File: src/rtl/bms_protection_fsm_if.sv
// Measurement/request bundle between the BMS front end and the protection FSM,
// plus the FET request outputs returned to the gate-drive side.
interface bms_protection_fsm_if #(
  parameter int VW = 16,
  parameter int IW = 16,
  parameter int TW = 8
);
  logic                 sample_valid;
  logic [VW-1:0]        vcell_max;
  logic [VW-1:0]        vcell_min;
  logic signed [IW-1:0] pack_current;
  logic signed [TW-1:0] temp_max;
  logic                 charger_present;
  logic                 load_request;
  logic                 fault_clear;
  logic                 charge_en_fsm;
  logic                 discharge_en_fsm;
  logic                 system_fault;
  logic [3:0]           fault_code;
  logic [1:0]           state;

  modport master (
    output sample_valid, vcell_max, vcell_min, pack_current, temp_max,
           charger_present, load_request, fault_clear,
    input  charge_en_fsm, discharge_en_fsm, system_fault, fault_code, state
  );

  modport slave (
    input  sample_valid, vcell_max, vcell_min, pack_current, temp_max,
           charger_present, load_request, fault_clear,
    output charge_en_fsm, discharge_en_fsm, system_fault, fault_code, state
  );
endinterface

File: src/rtl/bms_protection_fsm.sv
// Pack protection controller: debounces OV/UV/OC/OT and runs the
// IDLE/CHARGE/DISCHARGE/FAULT mode machine feeding the FET gate drive.
module bms_protection_fsm #(
  parameter int VW        = 16,
  parameter int IW        = 16,
  parameter int TW        = 8,
  parameter int OV_TH     = 4200,
  parameter int UV_TH     = 2800,
  parameter int OC_CHG_TH = 20000,
  parameter int OC_DSG_TH = 30000,
  parameter int OT_TH     = 60,
  parameter int DEBOUNCE  = 4,
  parameter int RECOVER   = 8
) (
  input  logic clk,
  input  logic rst_n,
  bms_protection_fsm_if.slave bus
);
  typedef enum logic [1:0] {IDLE = 2'd0, CHARGE = 2'd1, DISCHARGE = 2'd2, FAULT = 2'd3} state_e;

  localparam int CW = $clog2(DEBOUNCE + 1);
  localparam int RW = $clog2(RECOVER + 1);
  localparam logic [CW-1:0]        DB_MAX   = CW'(DEBOUNCE);
  localparam logic [RW-1:0]        RC_MAX   = RW'(RECOVER);
  localparam logic [VW-1:0]        OV_T     = VW'(OV_TH);
  localparam logic [VW-1:0]        UV_T     = VW'(UV_TH);
  // One extra bit so -OC_DSG_TH is representable at any IW.
  localparam logic signed [IW:0]   OC_CHG   = (IW+1)'(OC_CHG_TH);
  localparam logic signed [IW:0]   OC_DSG_N = (IW+1)'(-OC_DSG_TH);
  localparam logic signed [TW-1:0] OT_T     = TW'(OT_TH);

  state_e               state_q, state_d;
  logic [3:0][CW-1:0]   cnt_q, cnt_d;
  logic [RW-1:0]        rec_q, rec_d;
  logic [3:0]           fc_q, fc_d;
  logic                 chg_en_q, chg_en_d;
  logic                 dsg_en_q, dsg_en_d;
  logic                 flt_q, flt_d;
  logic [3:0]           cond;
  logic [3:0]           hit;
  logic                 trip;
  logic signed [IW:0]   cur_x;

  // Bit order {OT, OC, UV, OV} matches fault_code.
  always_comb begin
    cur_x   = $signed({bus.pack_current[IW-1], bus.pack_current});
    cond[0] = bus.sample_valid && (bus.vcell_max > OV_T);
    cond[1] = bus.sample_valid && (bus.vcell_min < UV_T);
    cond[2] = bus.sample_valid && ((cur_x > OC_CHG) || (cur_x < OC_DSG_N));
    cond[3] = bus.sample_valid && ($signed(bus.temp_max) > OT_T);
  end

  always_comb begin
    for (int i = 0; i < 4; i++) begin
      cnt_d[i] = cnt_q[i];
      if (bus.sample_valid) begin
        if (!cond[i])              cnt_d[i] = '0;
        else if (cnt_q[i] != DB_MAX) cnt_d[i] = cnt_q[i] + CW'(1);
      end
      hit[i] = (cnt_q[i] == DB_MAX);
    end
    trip = |hit;
  end

  always_comb begin
    state_d = state_q;
    fc_d    = fc_q;
    rec_d   = '0;
    case (state_q)
      IDLE: begin
        if (trip)                     state_d = FAULT;
        else if (bus.charger_present) state_d = CHARGE;
        else if (bus.load_request)    state_d = DISCHARGE;
      end
      CHARGE: begin
        if (trip)                      state_d = FAULT;
        else if (!bus.charger_present) state_d = IDLE;
      end
      DISCHARGE: begin
        if (trip)                                          state_d = FAULT;
        else if (!bus.load_request || bus.charger_present) state_d = IDLE;
      end
      FAULT: begin
        rec_d = rec_q;
        if (bus.sample_valid) begin
          if (|cond)                rec_d = '0;
          else if (rec_q != RC_MAX) rec_d = rec_q + RW'(1);
        end
        if (bus.fault_clear && (rec_q == RC_MAX)) state_d = IDLE;
      end
    endcase

    if (state_q != FAULT) begin
      if (trip) fc_d = hit;
    end else if (state_d == IDLE) begin
      fc_d = '0;
    end else begin
      fc_d = fc_q | hit;
    end

    chg_en_d = (state_d == CHARGE);
    dsg_en_d = (state_d == DISCHARGE);
    flt_d    = (state_d == FAULT);
  end

  always_ff @(posedge clk or negedge rst_n) begin
    if (!rst_n) begin
      state_q  <= IDLE;
      cnt_q    <= '0;
      rec_q    <= '0;
      fc_q     <= '0;
      chg_en_q <= 1'b0;
      dsg_en_q <= 1'b0;
      flt_q    <= 1'b0;
    end else begin
      state_q  <= state_d;
      cnt_q    <= cnt_d;
      rec_q    <= rec_d;
      fc_q     <= fc_d;
      chg_en_q <= chg_en_d;
      dsg_en_q <= dsg_en_d;
      flt_q    <= flt_d;
    end
  end

  assign bus.state            = state_q;
  assign bus.fault_code       = fc_q;
  assign bus.charge_en_fsm    = chg_en_q;
  assign bus.discharge_en_fsm = dsg_en_q;
  assign bus.system_fault     = flt_q;
endmodule

File: src/flat_wrapper.sv
// flat-port wrapper written by rule: the top's interface ports become plain ports
module bms_protection_fsm_flat 
#(
  parameter int VW        = 16,
  parameter int IW        = 16,
  parameter int TW        = 8,
  parameter int OV_TH     = 4200,
  parameter int UV_TH     = 2800,
  parameter int OC_CHG_TH = 20000,
  parameter int OC_DSG_TH = 30000,
  parameter int OT_TH     = 60,
  parameter int DEBOUNCE  = 4,
  parameter int RECOVER   = 8
)
  (clk, rst_n, bus_sample_valid, bus_vcell_max, bus_vcell_min, bus_pack_current, bus_temp_max, bus_charger_present, bus_load_request, bus_fault_clear, bus_charge_en_fsm, bus_discharge_en_fsm, bus_system_fault, bus_fault_code, bus_state);
  bms_protection_fsm_if #(.VW(VW), .IW(IW), .TW(TW)) bus_i ();
  input  logic clk;
  input  logic rst_n;
  input wire logic [$bits(bus_i.sample_valid)-1:0] bus_sample_valid;
  input wire logic [$bits(bus_i.vcell_max)-1:0] bus_vcell_max;
  input wire logic [$bits(bus_i.vcell_min)-1:0] bus_vcell_min;
  input wire logic [$bits(bus_i.pack_current)-1:0] bus_pack_current;
  input wire logic [$bits(bus_i.temp_max)-1:0] bus_temp_max;
  input wire logic [$bits(bus_i.charger_present)-1:0] bus_charger_present;
  input wire logic [$bits(bus_i.load_request)-1:0] bus_load_request;
  input wire logic [$bits(bus_i.fault_clear)-1:0] bus_fault_clear;
  output wire logic [$bits(bus_i.charge_en_fsm)-1:0] bus_charge_en_fsm;
  output wire logic [$bits(bus_i.discharge_en_fsm)-1:0] bus_discharge_en_fsm;
  output wire logic [$bits(bus_i.system_fault)-1:0] bus_system_fault;
  output wire logic [$bits(bus_i.fault_code)-1:0] bus_fault_code;
  output wire logic [$bits(bus_i.state)-1:0] bus_state;
  assign bus_i.sample_valid = bus_sample_valid;
  assign bus_i.vcell_max = bus_vcell_max;
  assign bus_i.vcell_min = bus_vcell_min;
  assign bus_i.pack_current = bus_pack_current;
  assign bus_i.temp_max = bus_temp_max;
  assign bus_i.charger_present = bus_charger_present;
  assign bus_i.load_request = bus_load_request;
  assign bus_i.fault_clear = bus_fault_clear;
  assign bus_charge_en_fsm = bus_i.charge_en_fsm;
  assign bus_discharge_en_fsm = bus_i.discharge_en_fsm;
  assign bus_system_fault = bus_i.system_fault;
  assign bus_fault_code = bus_i.fault_code;
  assign bus_state = bus_i.state;
  bms_protection_fsm #(.VW(VW), .IW(IW), .TW(TW), .OV_TH(OV_TH), .UV_TH(UV_TH), .OC_CHG_TH(OC_CHG_TH), .OC_DSG_TH(OC_DSG_TH), .OT_TH(OT_TH), .DEBOUNCE(DEBOUNCE), .RECOVER(RECOVER)) u_core (.clk(clk), .rst_n(rst_n), .bus(bus_i));
endmodule
File: config.mk
export PLATFORM = sky130hd
export DESIGN_NAME = bms_protection_fsm_flat
export DESIGN_NICKNAME = d
export VERILOG_FILES = /design/src/rtl/bms_protection_fsm_if.sv /design/src/rtl/bms_protection_fsm.sv /design/src/flat_wrapper.sv
export SDC_FILE = /design/constraint.sdc
export NUM_CORES = 1
export LEC_CHECK = 0
export ABC_AREA = 1
export CORE_MARGIN = 2
export CORE_UTILIZATION = 44
export CTS_CLUSTER_SIZE = 30
export DETAILED_ROUTE_END_ITERATION = 10
export GPL_TIMING_DRIVEN = 0
export MAX_ROUTING_LAYER = met4
export PLACE_DENSITY = 0.92
export SLEW_MARGIN = 20
export SYNTH_ARGS = -nofsm -noshare
export SYNTH_HDL_FRONTEND = slang
export SYNTH_SLANG_ARGS = --single-unit
File: constraint.sdc
create_clock -name clk -period 2.05 [get_ports clk]
set_input_delay 0.205 -clock clk [delete_from_list [all_inputs] [get_ports clk]]
set_output_delay 0.205 -clock clk [all_outputs]
set_load 0.005 [all_outputs]
==> impl_metrics.csv, run 1 <==
group,metric,value,unit
critical_path,crit_fanout,4,
yosys,synth_fp_nets,341,
placed_design,dp_hpwl,3.38,mm
sta,max_slew_margin,63.9,%
clocking,cts_setup_buffers,0,
placed_design,place_congestion,0.804,
global_route,grt_pass1_wl,7.38,mm
floorplanning,die-area,4770,µm²
critical_path,crit_type,"flop to flop",
sta,finalSetupViolations,0,
yosys,synthCells,269,
floorplanning,dieWidth,69.1,µm
sta,period_share,86.0,%
placed_design,numPortBuffers,65,
sta,post-route-worst-setup-slack,0.286,ns
clocking,cts.sinks,25,
sta,fin_skew,0.00393,ns
clocking,cts.path.max_buffers,2,
sta,drv_slew,0,
min_path,holdPathEnd,"u_core.cnt_q[1]",
min_path,holdPathStages,3,
run_status,status,"complete, no violations",
clocking,htreeDepth,1,
drt,drcViolationCount,0,
sta,hold_viol,0,
yosys,ys.warnings.count,0,
power,ir_worst_vdd,0.000607,V
yosys,netlist-cell-type-count,31,
global_route,track_usage,18.5,%
clocking,path_clk_slew,0.08,ns
critical_path,cp_data_arrival_time,1.92,ns
layout,drive_above_1_share,11.8,%
power,power.density,632,nW/µm²
critical_path,worstReg2RegEnd,"u_core.bus.fault_code[3]",
sta,fin_crit,1.76,ns
clocking,clock_latency,0.26,ns
min_path,holdCritStartpoint,"bus_sample_valid",
yosys,synthArstFlopShare,100,%
sta,hold_slack,0.250,ns
yosys,synth-seq-cells,25,
global_route,grt_pass1_vias,1847,
floorplanning,ioPinCount,71,
drt,dr_total_vias,1836,
critical_path,cp_data_required_time,2.21,ns
layout,finalNetCount,412,
clocking,clock-root-buffer,"clkbuf_8",
critical_path,r2r_cells,10,
clocking,cts_buffers,3,
placed_design,pre_cts_slack,0.277,ns
drt,drt_iter0_markers,74,
critical_path,worst_setup_path_start_kind,"flop",
layout,num_antenna_cells,0,
critical_path,r2r_setup_slack,0.29,ns
floorplanning,rows,23,
yosys,syn-cell-area,1860,µm²
global_route,grt_antenna_before_repair,0,
sta,tightest_slew,0.542,ns
critical_path,cp-end-kind,"flop",
drt,first_pass_iters,4,
drt,wl,4.03,mm
drt,drtAntennaViolNets,0,
drt,wire_per_inst,10.4,µm
yosys,synth_edf_count,0,
yosys,avgSynthCellArea,6.92,µm²
clocking,post_cts_resize_count,0,
clocking,tritoncts,"built",
flow_run,drv_cap,0,
power,p_leak,1.31,nW
sta,max_freq,567,MHz
min_path,worstHoldPathType,"input pin to flop",
global_route,grt_max_degree,26,
layout,synthToLayoutAreaGrowth,41.0,%
floorplanning,initial_core_util,46.2,%
critical_path,crit-reg2reg-launch,"u_core.cnt_q[0]",
floorplanning,core-area,4030,µm²
global_route,overflow,0,
yosys,synth-seq-area-share,33.6,%
layout,nFillCells,334,
sta,finalSetupTns,0,ns
sta,rsz0062_at_grt,"no",
yosys,synth_flop_cell,"dfrtp_1",
floorplanning,die_y,69.1,µm
drt,vias_per_cell,4.72,
[through the flow]
step	util, %	instance area [µm²]	power (mW)	instances
final	65.2	2630	1.66	389
after global routing	65.2	2630	1.79	389
after CTS	65.2	2630	1.68	389
after detailed placement	63.8	2570	1.39	384
after global placement	63.9	2570	1.36	384
after floorplan	-	1860	1.06	269
[cells in the final DEF, fill, tap and decap left out, drive strengths merged]
cell           count
xor2               2
clkdlybuf4s50     64
nand3b             3
clkbuf             4
xnor2              4
nand3             19
dfrtp             25
nor4               1
o21ai              7
nor3               1
nand2             74
and2               1
o31ai              3
buf                2
nor2              46
clkinv             1
a21oi             10
dlygate4sd3        1
inv               54
or2                2
ha                10
nand4              4
a21boi             1
[routing by layer]
metal  share of wire (%)  vias up  track usage, %
met5                   0        -               -
met4                0.22        0            3.27
met3                 6.7        2            5.12
met2                  52       49            33.8
met1                  41      822            20.2
li1                    -      963               -
[synth_stat cells (all sizes together) (2+ instances only)]
master / count / area share [%]
o21ai: 7 / 2.3
nand4: 4 / 1.7
dfrtp: 25 / 34
xor2: 2 / 0.94
nand2: 74 / 16
xnor2: 4 / 1.9
nand3b: 3 / 1.2
nor2: 46 / 11
inv: 54 / 11
ha: 10 / 6.7
o31ai: 3 / 1.5
a21oi: 10 / 2.7
or2: 2 / 0.81
nand3: 19 / 6.2
[kinds of logic (layout without fill, tap and decap cells)]
family                     after synthesis  in the layout  share of synthesized area (%)
and+or+nand+nor                        151            151                           38.3
buffers and inverters                   56            126                           11.7
DFF                                     25             25                           33.6
AOI/OAI and AO/OA                       21             21                           6.85
adders and majority gates               10             10                           6.72
xor gates and xnor gates                 6              6                           2.82
[sequential cells by signal, summed over array words and instances, names as in the netlist]
signal                       flops
u_core.rec_q                     4
u_core.bus.system_fault          1
u_core.bus.state                 2
u_core.bus.discharge_en_fsm      1
u_core.cnt_q                    12
u_core.bus.fault_code            4
u_core.bus.charge_en_fsm         1
[power breakdown]
| part | switching (mW) | internal, mW | total, mW |
|---|---|---|---|
| Clock | 0.148 | 0.139 | 0.286 |
| Combinational | 0.349 | 0.364 | 0.713 |
| Sequential | 0.0690 | 0.591 | 0.660 |
| Total | 0.565 | 1.09 | 1.66 |
[layout make-up]
cell class                      instances  area (µm²)  share of cell area, %
Tap cell                               50        62.6                   2.38
Inverter                               55         206                   7.86
Sequential cell                        25         626                   23.8
Timing Repair Buffer                   66         656                   25.0
Clock buffer                            4        45.0                   1.72
Multi-Input combinational cell        188        1020                   38.8
Buffer                                  1        11.3                  0.429
[worst max-delay path by stage]
stage	to	from	slack, ns	cells past startpoint
finish	u_core.bus.fault_code[3]	u_core.cnt_q[0]	0.29	10
detailed placement	u_core.cnt_q[0]	bus_vcell_max[5]	0.28	10
CTS	u_core.bus.fault_code[3]	u_core.cnt_q[0]	0.27	10
global placement	u_core.rec_q[1]	bus_pack_current[6]	0.33	13
floorplan	u_core.bus.fault_code[0]	u_core.cnt_q[0]	0.47	10
global route	u_core.bus.fault_code[3]	u_core.cnt_q[0]	0.16	10
[timing repair]
item | CTS | global route
endpoints found under the hold margin | 25 | 0
setup endpoints to repair | 0 | 0
hold buffers | 1 | 0
[worst max-delay path, stage by stage (launching register included)]
cell and delay [ns]:
dfrtp_1 0.42, inv_1 0.07, ha_1 0.21, nand2_2 0.08, inv_2 0.07, nor4_2 0.31
nor2_2 0.13, nor2_4 0.14, nand3_2 0.09, inv_2 0.09, nor2_1 0.05
(Power assumes the default switching activity.)
==> run 2: changes to the inputs <==
--- a/config.mk
+++ b/config.mk
@@ -7,12 +7,12 @@
 export LEC_CHECK = 0
 export ABC_AREA = 1
 export CORE_MARGIN = 2
-export CORE_UTILIZATION = 44
+export CORE_UTILIZATION = 48
 export CTS_CLUSTER_SIZE = 30
 export DETAILED_ROUTE_END_ITERATION = 10
 export GPL_TIMING_DRIVEN = 0
 export MAX_ROUTING_LAYER = met4
-export PLACE_DENSITY = 0.92
+export PLACE_DENSITY = 0.95
 export SLEW_MARGIN = 20
 export SYNTH_ARGS = -nofsm -noshare
 export SYNTH_HDL_FRONTEND = slang
==> constraint.sdc (replaced) <==
create_clock -name clk -period 2.08 [get_ports clk]
set_input_delay 0.208 -clock clk [delete_from_list [all_inputs] [get_ports clk]]
set_output_delay 0.208 -clock clk [all_outputs]
set_load 0.005 [all_outputs]
==> run 2 against run 1 <==
Effect of this change: first-iteration DRC count shrank 30%; clock power increased by 1%; sequential power decreased by 1%; critical path type unchanged; cell count fell by 0.51%; via count rose by 2.2%; design area barely moved; flip-flop and latch count stayed put.
==> impl_metrics.csv, run 2 (synthesis gave the netlist of run 1 again) <==
group,metric,value,unit
sta,drv_slew,0,
layout,nFillCells,302,
floorplanning,dieWidth,66.3,µm
sta,rsz0062_at_grt,"no",
sta,finalSetupTns,0,ns
run_status,status,"complete, no violations",
clocking,cts_buffers,3,
sta,tightest_slew,0.564,ns
power,p_sw,0.566,mW
drt,drt_iter0_markers,52,
drt,wl,4.13,mm
power,ir_worst_vdd,0.000549,V
sta,post-route-worst-setup-slack,0.252,ns
sta,max_freq,547,MHz
sta,period_share,87.9,%
sta,hold_viol,0,
placed_design,dp_hpwl,3.44,mm
layout,finalNetCount,412,
critical_path,crit-reg2reg-launch,"u_core.cnt_q[0]",
sta,fin_skew,0.00147,ns
power,p_leak,1.31,nW
clocking,clock_latency,0.26,ns
placed_design,numPortBuffers,65,
critical_path,cp_data_required_time,2.24,ns
critical_path,cp_data_arrival_time,1.99,ns
sta,finalSetupViolations,0,
global_route,grt_antenna_before_repair,0,
power,p_seq_share,39.6,%
clocking,cts.path.max_buffers,2,
drt,drtAntennaViolNets,0,
drt,drcViolationCount,0,
min_path,worstHoldPathType,"input pin to flop",
placed_design,placed_cell_area,2570,µm²
floorplanning,rows,22,
power,internal-power,1.08,mW
floorplanning,die_y,66.3,µm
global_route,grt_max_degree,26,
min_path,holdCritStartpoint,"bus_sample_valid",
layout,postLayoutCellArea,2630,µm²
layout,final_common_cell,"nand2_1",
critical_path,crit_fanout,4,
placed_design,pre_cts_slack,0.323,ns
sta,fin_crit,1.83,ns
drt,wire_per_inst,10.7,µm
clocking,post_cts_resize_count,0,
clocking,cts.sinks,25,
flow_run,drv_cap,0,
floorplanning,ioPinCount,71,
floorplanning,initial_core_util,50.5,%
layout,mostFrequentLayoutCells,"nand2_1 (69), clkdlybuf4s50_1 (64), inv_1 (45), nor2_1 (36), dfrtp_1 (25)",
sta,max_slew_margin,62.4,%
clocking,clock-root-buffer,"clkbuf_8",
layout,largest_reg_flops,12,
power,p_sw_share,34.5,%
clocking,htreeDepth,1,
layout,layout.cells.non_filler,387,
layout,post-route-util,71.2,%
placed_design,dpl.cell_count,382,
critical_path,worst_setup_path_start_kind,"flop",
critical_path,crit_type,"flop to flop",
layout,synthToLayoutAreaGrowth,41.1,%
placed_design,place_congestion,0.794,
floorplanning,die-area,4390,µm²
power,combPwrFrac,42.7,%
layout,num_antenna_cells,0,
layout,drive_above_1_share,12.1,%
clocking,tritoncts,"built",
drt,vias_per_cell,4.85,
global_route,grt_pass1_wl,7.32,mm
sta,hold_slack,0.248,ns
global_route,track_usage,21.4,%
global_route,grt_pass1_vias,1904,
floorplanning,core-area,3690,µm²
drt,first_pass_iters,4,
clocking,path_clk_slew,0.09,ns
drt,dr_total_vias,1876,
power,power.density,625,nW/µm²
critical_path,cp-end-kind,"flop",
global_route,overflow,0,
critical_path,crit_path_start,"u_core.cnt_q[0]",
layout,largest-register,"u_core.cnt_q",
power,power_frac_clock,17.7,%
power,total_power,1.64,mW
==> run 2: path summary, 6_finish.rpt <==
path,endpoint,slack [ns],cells after the start
setup / recovery,u_core.bus.fault_code[3],0.25,10
hold / removal,u_core.cnt_q[1],0.25,3
setup reg to reg,u_core.bus.fault_code[3],0.25,10
hold reg to reg,u_core.cnt_q[10],0.53,2
max in group asynchronous,u_core.cnt_q[7],1.24,2
min in group asynchronous,u_core.bus.state[1],0.46,2
==> run 2: layer usage <==
layer / vias to the layer above / part of all wire (%) / global-route usage [%]
met3: 2 / 4.5 / 2.39
met2: 42 / 55 / 42.0
met4: 0 / 0.56 / 5.87
li1: 966 / - / -
met1: 866 / 40 / 22.3
met5: - / 0 / -
==> run 2: layout make-up <==
type / count / area (µm²) / share of cell area [%]
Multi-Input combinational cell: 188 / 1020 / 38.8
Timing Repair Buffer: 66 / 656 / 25.0
Sequential cell: 25 / 626 / 23.8
Inverter: 55 / 206 / 7.86
Tap cell: 48 / 60.1 / 2.29
Clock buffer: 3 / 41.3 / 1.57
Buffer: 1 / 11.3 / 0.429
Clock inverter: 1 / 7.51 / 0.286
==> run 2: power groups by stage <==
stage | combinational, mW | clock, mW | sequential (mW)
after floorplan | 0.390 | 0 | 0.655
after detailed placement | 0.699 | 0 | 0.659
after CTS | 0.708 | 0.300 | 0.651
final | 0.701 | 0.290 | 0.651
after global placement | 0.672 | 0 | 0.657
after global routing | 0.787 | 0.316 | 0.664
==> run 2: repair_timing <==
| item | in CTS | in global routing |
|---|---|---|
| hold buffers | 0 | 1 |
| endpoints found under the hold margin | 0 | 25 |
| setup buffers | 0 | 0 |
==> run 2: critical path, stage by stage, from the launching register on <==
cell     delay (ns)
dfrtp_1        0.44
inv_1          0.08
ha_1           0.21
nand2_2        0.08
inv_2          0.08
nor4_2         0.34
nor2_2         0.14
nor2_4         0.15
nand3_2        0.08
inv_2          0.09
nor2_1         0.04
